==> src/rtl/operand_serializer_if.sv <==
// Operand handshake plus serial bit stream between an operand source and the serializer.
// Latency: none; this is a bundle of wires.
// Backpressure: in_ready from the serializer throttles in_valid from the source.
interface operand_serializer_if #(
   parameter int WIDTH = 8
);
   logic             in_valid;
   logic             in_ready;
   logic [WIDTH-1:0] a_word;
   logic [WIDTH-1:0] b_word;
   logic             cin;
   logic             a_bit;
   logic             b_bit;
   logic             cin_bit;
   logic             frame_start;
   logic             bit_valid;
   logic             last_bit;
   logic [7:0]       frame_count;

   // Operand source / serial consumer side
   modport master (
      output in_valid, a_word, b_word, cin,
      input  in_ready, a_bit, b_bit, cin_bit, frame_start, bit_valid, last_bit, frame_count
   );

   // Serializer side
   modport slave (
      input  in_valid, a_word, b_word, cin,
      output in_ready, a_bit, b_bit, cin_bit, frame_start, bit_valid, last_bit, frame_count
   );
endinterface

==> src/rtl/operand_serializer.sv <==
// Parallel-to-serial operand transmitter for the bit-serial adder, LSB first, frame_start on bit 0.
// Latency: bit 0 appears the cycle after the handshake; frame period WIDTH+GAP+1 (WIDTH when GAP=0, back-to-back).
// Backpressure: in_ready only in IDLE, or on the last bit when GAP=0; forced low while clr is low.
module operand_serializer #(
   parameter int WIDTH = 8,
   parameter int GAP   = 1
) (
   input  logic                 clk,
   input  logic                 clr,
   operand_serializer_if.slave  bus
);
   localparam int             CW       = (WIDTH > 1) ? $clog2(WIDTH) : 1;
   localparam logic [CW-1:0]  LAST     = CW'(WIDTH - 1);
   localparam logic [CW-1:0]  PENULT   = CW'(WIDTH - 2);
   localparam logic [3:0]     GAP_LAST = 4'(GAP - 1);
   localparam bit             B2B      = (GAP == 0);

   typedef enum logic [1:0] {
      S_IDLE,
      S_SHIFT,
      S_GAP
   } state_t;

   state_t            state_q, state_d;
   logic [WIDTH-1:0]  a_sh_q, a_sh_d;
   logic [WIDTH-1:0]  b_sh_q, b_sh_d;
   logic [CW-1:0]     cnt_q, cnt_d;
   logic [3:0]        gap_q, gap_d;
   logic [7:0]        fc_q, fc_d;
   logic              a_bit_q, a_bit_d;
   logic              b_bit_q, b_bit_d;
   logic              cin_bit_q, cin_bit_d;
   logic              fs_q, fs_d;
   logic              bv_q, bv_d;
   logic              lb_q, lb_d;
   logic              in_ready_w;
   logic              accept;
   logic              do_load;

   // Ready in IDLE, or on the last bit of a frame when frames may run back-to-back
   always_comb begin
      in_ready_w = 1'b0;
      if (clr) begin
         if (state_q == S_IDLE) begin
            in_ready_w = 1'b1;
         end else if (B2B && state_q == S_SHIFT && cnt_q == LAST) begin
            in_ready_w = 1'b1;
         end
      end
   end

   assign accept = in_ready_w & bus.in_valid;

   // Next-state: the counter tracks the bit currently on the outputs, so
   // outputs for the following cycle are computed here and registered
   always_comb begin
      state_d   = state_q;
      a_sh_d    = a_sh_q;
      b_sh_d    = b_sh_q;
      cnt_d     = cnt_q;
      gap_d     = gap_q;
      fc_d      = fc_q;
      a_bit_d   = 1'b0;
      b_bit_d   = 1'b0;
      cin_bit_d = 1'b0;
      fs_d      = 1'b0;
      bv_d      = 1'b0;
      lb_d      = 1'b0;
      do_load   = 1'b0;

      case (state_q)
         S_IDLE: begin
            if (accept) begin
               do_load = 1'b1;
            end
         end
         S_SHIFT: begin
            if (cnt_q == LAST) begin
               fc_d = fc_q + 8'd1;
               if (!B2B) begin
                  state_d = S_GAP;
                  gap_d   = 4'd0;
               end else if (accept) begin
                  do_load = 1'b1;
               end else begin
                  state_d = S_IDLE;
               end
            end else begin
               a_bit_d = a_sh_q[0];
               b_bit_d = b_sh_q[0];
               a_sh_d  = a_sh_q >> 1;
               b_sh_d  = b_sh_q >> 1;
               cnt_d   = cnt_q + 1'b1;
               bv_d    = 1'b1;
               lb_d    = (cnt_q == PENULT);
            end
         end
         S_GAP: begin
            if (gap_q == GAP_LAST) begin
               state_d = S_IDLE;
            end else begin
               gap_d = gap_q + 4'd1;
            end
         end
         default: begin
            state_d = S_IDLE;
         end
      endcase

      // Bit 0 goes straight to the output register; the rest waits in the shifters
      if (do_load) begin
         state_d   = S_SHIFT;
         a_bit_d   = bus.a_word[0];
         b_bit_d   = bus.b_word[0];
         a_sh_d    = bus.a_word >> 1;
         b_sh_d    = bus.b_word >> 1;
         cin_bit_d = bus.cin;
         cnt_d     = '0;
         fs_d      = 1'b1;
         bv_d      = 1'b1;
         lb_d      = 1'b0;
      end
   end

   // State and registered outputs; reset discards any partial frame
   always_ff @(posedge clk or negedge clr) begin
      if (!clr) begin
         state_q   <= S_IDLE;
         a_sh_q    <= '0;
         b_sh_q    <= '0;
         cnt_q     <= '0;
         gap_q     <= '0;
         fc_q      <= '0;
         a_bit_q   <= 1'b0;
         b_bit_q   <= 1'b0;
         cin_bit_q <= 1'b0;
         fs_q      <= 1'b0;
         bv_q      <= 1'b0;
         lb_q      <= 1'b0;
      end else begin
         state_q   <= state_d;
         a_sh_q    <= a_sh_d;
         b_sh_q    <= b_sh_d;
         cnt_q     <= cnt_d;
         gap_q     <= gap_d;
         fc_q      <= fc_d;
         a_bit_q   <= a_bit_d;
         b_bit_q   <= b_bit_d;
         cin_bit_q <= cin_bit_d;
         fs_q      <= fs_d;
         bv_q      <= bv_d;
         lb_q      <= lb_d;
      end
   end

   assign bus.in_ready    = in_ready_w;
   assign bus.a_bit       = a_bit_q;
   assign bus.b_bit       = b_bit_q;
   assign bus.cin_bit     = cin_bit_q;
   assign bus.frame_start = fs_q;
   assign bus.bit_valid   = bv_q;
   assign bus.last_bit    = lb_q;
   assign bus.frame_count = fc_q;
endmodule
==> src/flat_wrapper.sv <==
// flat-port wrapper written by rule: the top's interface ports become plain ports
module operand_serializer_flat 
#(
   parameter int WIDTH = 8,
   parameter int GAP   = 1
)
  (clk, clr, bus_in_valid, bus_a_word, bus_b_word, bus_cin, bus_in_ready, bus_a_bit, bus_b_bit, bus_cin_bit, bus_frame_start, bus_bit_valid, bus_last_bit, bus_frame_count);
  operand_serializer_if #(.WIDTH(WIDTH)) bus_i ();
  input  logic clk;
  input  logic clr;
  input wire logic [$bits(bus_i.in_valid)-1:0] bus_in_valid;
  input wire logic [$bits(bus_i.a_word)-1:0] bus_a_word;
  input wire logic [$bits(bus_i.b_word)-1:0] bus_b_word;
  input wire logic [$bits(bus_i.cin)-1:0] bus_cin;
  output wire logic [$bits(bus_i.in_ready)-1:0] bus_in_ready;
  output wire logic [$bits(bus_i.a_bit)-1:0] bus_a_bit;
  output wire logic [$bits(bus_i.b_bit)-1:0] bus_b_bit;
  output wire logic [$bits(bus_i.cin_bit)-1:0] bus_cin_bit;
  output wire logic [$bits(bus_i.frame_start)-1:0] bus_frame_start;
  output wire logic [$bits(bus_i.bit_valid)-1:0] bus_bit_valid;
  output wire logic [$bits(bus_i.last_bit)-1:0] bus_last_bit;
  output wire logic [$bits(bus_i.frame_count)-1:0] bus_frame_count;
  assign bus_i.in_valid = bus_in_valid;
  assign bus_i.a_word = bus_a_word;
  assign bus_i.b_word = bus_b_word;
  assign bus_i.cin = bus_cin;
  assign bus_in_ready = bus_i.in_ready;
  assign bus_a_bit = bus_i.a_bit;
  assign bus_b_bit = bus_i.b_bit;
  assign bus_cin_bit = bus_i.cin_bit;
  assign bus_frame_start = bus_i.frame_start;
  assign bus_bit_valid = bus_i.bit_valid;
  assign bus_last_bit = bus_i.last_bit;
  assign bus_frame_count = bus_i.frame_count;
  operand_serializer #(.WIDTH(WIDTH), .GAP(GAP)) u_core (.clk(clk), .clr(clr), .bus(bus_i));
endmodule
==> config.mk <==
export PLATFORM = sky130hd
export DESIGN_NAME = operand_serializer_flat
export DESIGN_NICKNAME = d
export VERILOG_FILES = /design/src/rtl/operand_serializer_if.sv /design/src/rtl/operand_serializer.sv /design/src/flat_wrapper.sv
export SDC_FILE = /design/constraint.sdc
export NUM_CORES = 1
export LEC_CHECK = 0
export BUFFER_PORTS_ARGS = -buffer_cell sky130_fd_sc_hd__buf_2
export CORE_MARGIN = 2
export CORE_UTILIZATION = 48
export DETAILED_ROUTE_END_ITERATION = 10
export GPL_TIMING_DRIVEN = 0
export PLACE_DENSITY = 0.74
export RECOVER_POWER = 50
export SLEW_MARGIN = 20
export SYNTH_ARGS = -nofsm -noshare
export SYNTH_HDL_FRONTEND = slang
export SYNTH_SLANG_ARGS = --single-unit
==> constraint.sdc <==
create_clock -name clk -period 1.76 [get_ports clk]
set_clock_uncertainty 0.05 [all_clocks]
set_input_delay 0.264 -clock clk [delete_from_list [all_inputs] [get_ports clk]]
set_output_delay 0.264 -clock clk [all_outputs]
set_load 0.1 [all_outputs]
==> results.toml <==
[run_status]
outcome = "finished, final reports clean"

[logic_synthesis]
synth_compound_area_share_pct = 9.24
synth_nets = 208
synthMuxAreaShare_pct = 0.650
yosysWarningCount = 0
synth_xor_area_share_pct = 4.48
yosysTopAreaCellShare_pct = 53.4
synthAdderAreaFrac_pct = 6.50
ys.flop_type = "dfrtp_1"
async_flop_share_pct = 100
ys_types = 30
ys_top_cells_by_area = "dfrtp_1 (53%), nand2_1 (9.5%), ha_1 (6.5%), a31oi_1 (4.3%), nor2_1 (3.9%)"
ys_ff_latch = 37
synthTopCellsByCount = "nand2_1 (44), dfrtp_1 (37), nor2_1 (18), a31oi_1 (12), ha_1 (9)"
seq_area_frac_synth_pct = 53.4
synth_area_sq_um = 1730
yosysMostFrequentCell = "nand2_1"
synth_top_family_by_area = "simple AND/OR/NAND/NOR gates"
yosysTopAreaCell = "dfrtp_1"
postSynthAreaPerCell_sq_um = 9.68
synth_cells = 179
synth-simple-area-share_pct = 21.5
synth_edf_count = 0

[critical_path]
crit_fanout = 3
cp_slowest_cell = "dfrtp_1"
max_stage_delay_ns = 0.40
worstSetupPathType = "reg2out"
crit_cells = 4
crit_chain = "inv_1, ha_2, and2_4, buf_12"
arrival_ns = 1.40
crit_start = "u_core.state_q[0]"
cp-start-kind = "flop"
worstPathRequired_ns = 1.45
crit_buf_inv = 2
r2r_end = "u_core.state_q[1]"
end_kind = "primary output"
path_delay_family = "flip-flops"
timing.rr.start = "u_core.gap_q[0]"
reg2reg_depth = 6
reg2reg_setup_slack_ns = 0.06
worstSetupEndpoint = "bus_in_ready"

[final_layout]
drive_gt1_share_pct = 32.6
area_growth_syn_to_layout_pct = 24.8
final_area_sq_um = 2160
final_util_pct = 63.8
stdcell_count = 273
n_antenna_cell = 0
nets = 255

[drt]
vias_per_cell = 5.10
wl_per_cell_um = 12.8
drt_iter0_drc = 67
routed-via-count = 1393
wl_met1_um = 1530
wl_met3_um = 179
drt-total-wl_um = 3500
dr_wl_met2_um = 1750
drc = 0
highest_layer = "met4"
firstDrtPassIters = 4
ant_nets = 0

[floorplanning]
initial_core_util_pct = 51.1
die_h_um = 64.1
die_area_sq_um = 4110
core-area_sq_um = 3390
die_w_um = 64.1
rows = 21
ioPinCount = 35

[global_route]
antenna_found_initial = 0
grt_max_degree = 38
grt_pass1_wl_um = 5680
grt_use_total_pct = 18.2
overflow = 0
grt_pass1_vias = 1272

[sta]
fin_crit_sh_pct = 97.5
relSlewSlack_pct = 40.5
setup_violations = 0
max_freq_mhz = 583
slew_violations = 0
tightest_slew_ns = 0.893
min_period_ns = 1.72
rsz0062_at_grt = "yes"
hold_viol = 0
hold_slack_ns = 0.0488

[placement]
hpwl_um = 2370
dp_cells = 259
port-buffer-count = 34
place_congestion = 0.725
dpl_cell_area_sq_um = 1970

[clock_network]
clock_tree.buffer_depth = 2
clock_latency_ns = 0.35
cts.reportedPaths.clkPinSlew_ns = 0.11
cts_buffers = 5
cts.sinks = 37
cts_max_level = 2
cts_tree = "built"
cts-root-buf = "clkbuf_4"

[worst_hold_path]
worst_hold_path_type = "in2reg"

[power_and_ir_drop]
p_per_area_nw_per_um2 = 1590
power_mw = 3.44
ir_drop_v = 0.000968
leakagePower_nw = 1.06

[run]
drv_cap = 0
==> cell usage in the layout, fill, tap and decap left out, types with 2 or more instances in the layout <==
master,synthesis,final
xnor2_1,6,6
o21ai_0,5,5
a31oi_1,12,12
ha_1,9,6
nor2b_1,2,2
clkbuf_4,0,6
inv_1,8,8
nand4_1,2,2
nor2_1,18,18
o31ai_1,2,2
dfrtp_2,0,7
buf_4,1,10
dfrtp_1,37,29
ha_2,0,2
nand3_1,7,7
buf_2,7,34
nand2_1,44,45
==> power by group <==
part / total, mW / leakage, nW / switching, mW / internal (mW)
registers: 1.26 / 0.466 / 0.142 / 1.12
clock network: 0.617 / 0.0455 / 0.278 / 0.339
logic: 1.56 / 0.550 / 1.04 / 0.522
==> state kept, by name, summed over array words and instances (netlist names) <==
register / count
u_core.bus.b_bit: 1
u_core.bus.last_bit: 1
u_core.gap_q: 4
u_core.state_q: 2
u_core.b_sh_q: 7
u_core.cnt_q: 3
u_core.bus.a_bit: 1
u_core.a_sh_q: 7
u_core.bus.frame_start: 1
u_core.bus.cin_bit: 1
u_core.bus.frame_count: 8
u_core.bus.bit_valid: 1
==> tightest hold or removal path: cells and delay by family <==
kind | cells | cell delay (ns)
simple gates | 2 | 0.08
buf+inv | 1 | 0.08
==> layout make-up <==
class	count	area [sq um]
buffer	8	55.1
clock buffer	7	55.1
clock inverter	1	30.0
fill	281	1230
inverter	8	30.0
multi-input combinational	126	763
sequential	37	938
tap	46	57.6
timing repair buffer	40	233
==> per-layer routing <==
metal	vias up	GRT usage [%]
met5	-	0
met4	0	5.71
met3	6	4.75
met2	33	30.1
met1	665	23.3
li1	689	-
==> logic make-up (layout without fill, tap and decap cells) <==
group,count (synthesis),after routing
multiplexers,1,1
flip-flops,37,37
AO/OA/AOI/OAI,25,25
AND/OR/NAND/NOR,83,83
buffers and inverters,16,64
adder cells (fa/ha/maj),9,9
XOR/XNOR,8,8
==> stage by stage <==
step                setup WS, ns  setup TNS [ns]
floorplan                0.00314               0
global placement          -0.265           -4.26
detailed placement        -0.276           -4.59
CTS                      0.00137               0
global route             -0.0599          -0.148
finish                    0.0449               0
==> worst min path at each step <==
stage,start,to,slack (ns),cells past startpoint
finish,bus_a_word[0],u_core.bus.a_bit,0.05,3
global route,bus_a_word[0],u_core.bus.a_bit,0.05,3
CTS,bus_a_word[0],u_core.bus.a_bit,0.04,3
detailed placement,clr,u_core.bus.frame_count[7],0.36,1
global placement,clr,u_core.bus.frame_count[7],0.36,1
floorplan,clr,u_core.a_sh_q[0],-0.08,0
==> what timing repair did <==
action	in CTS	in global routing
setup buffers	1	3
endpoints found under the setup margin	16	20
pin swaps	0	1
hold endpoints to repair	37	0
hold buffers	2	0
resized for setup	6	13
Note: power is estimated with default switching activity, not from simulation.
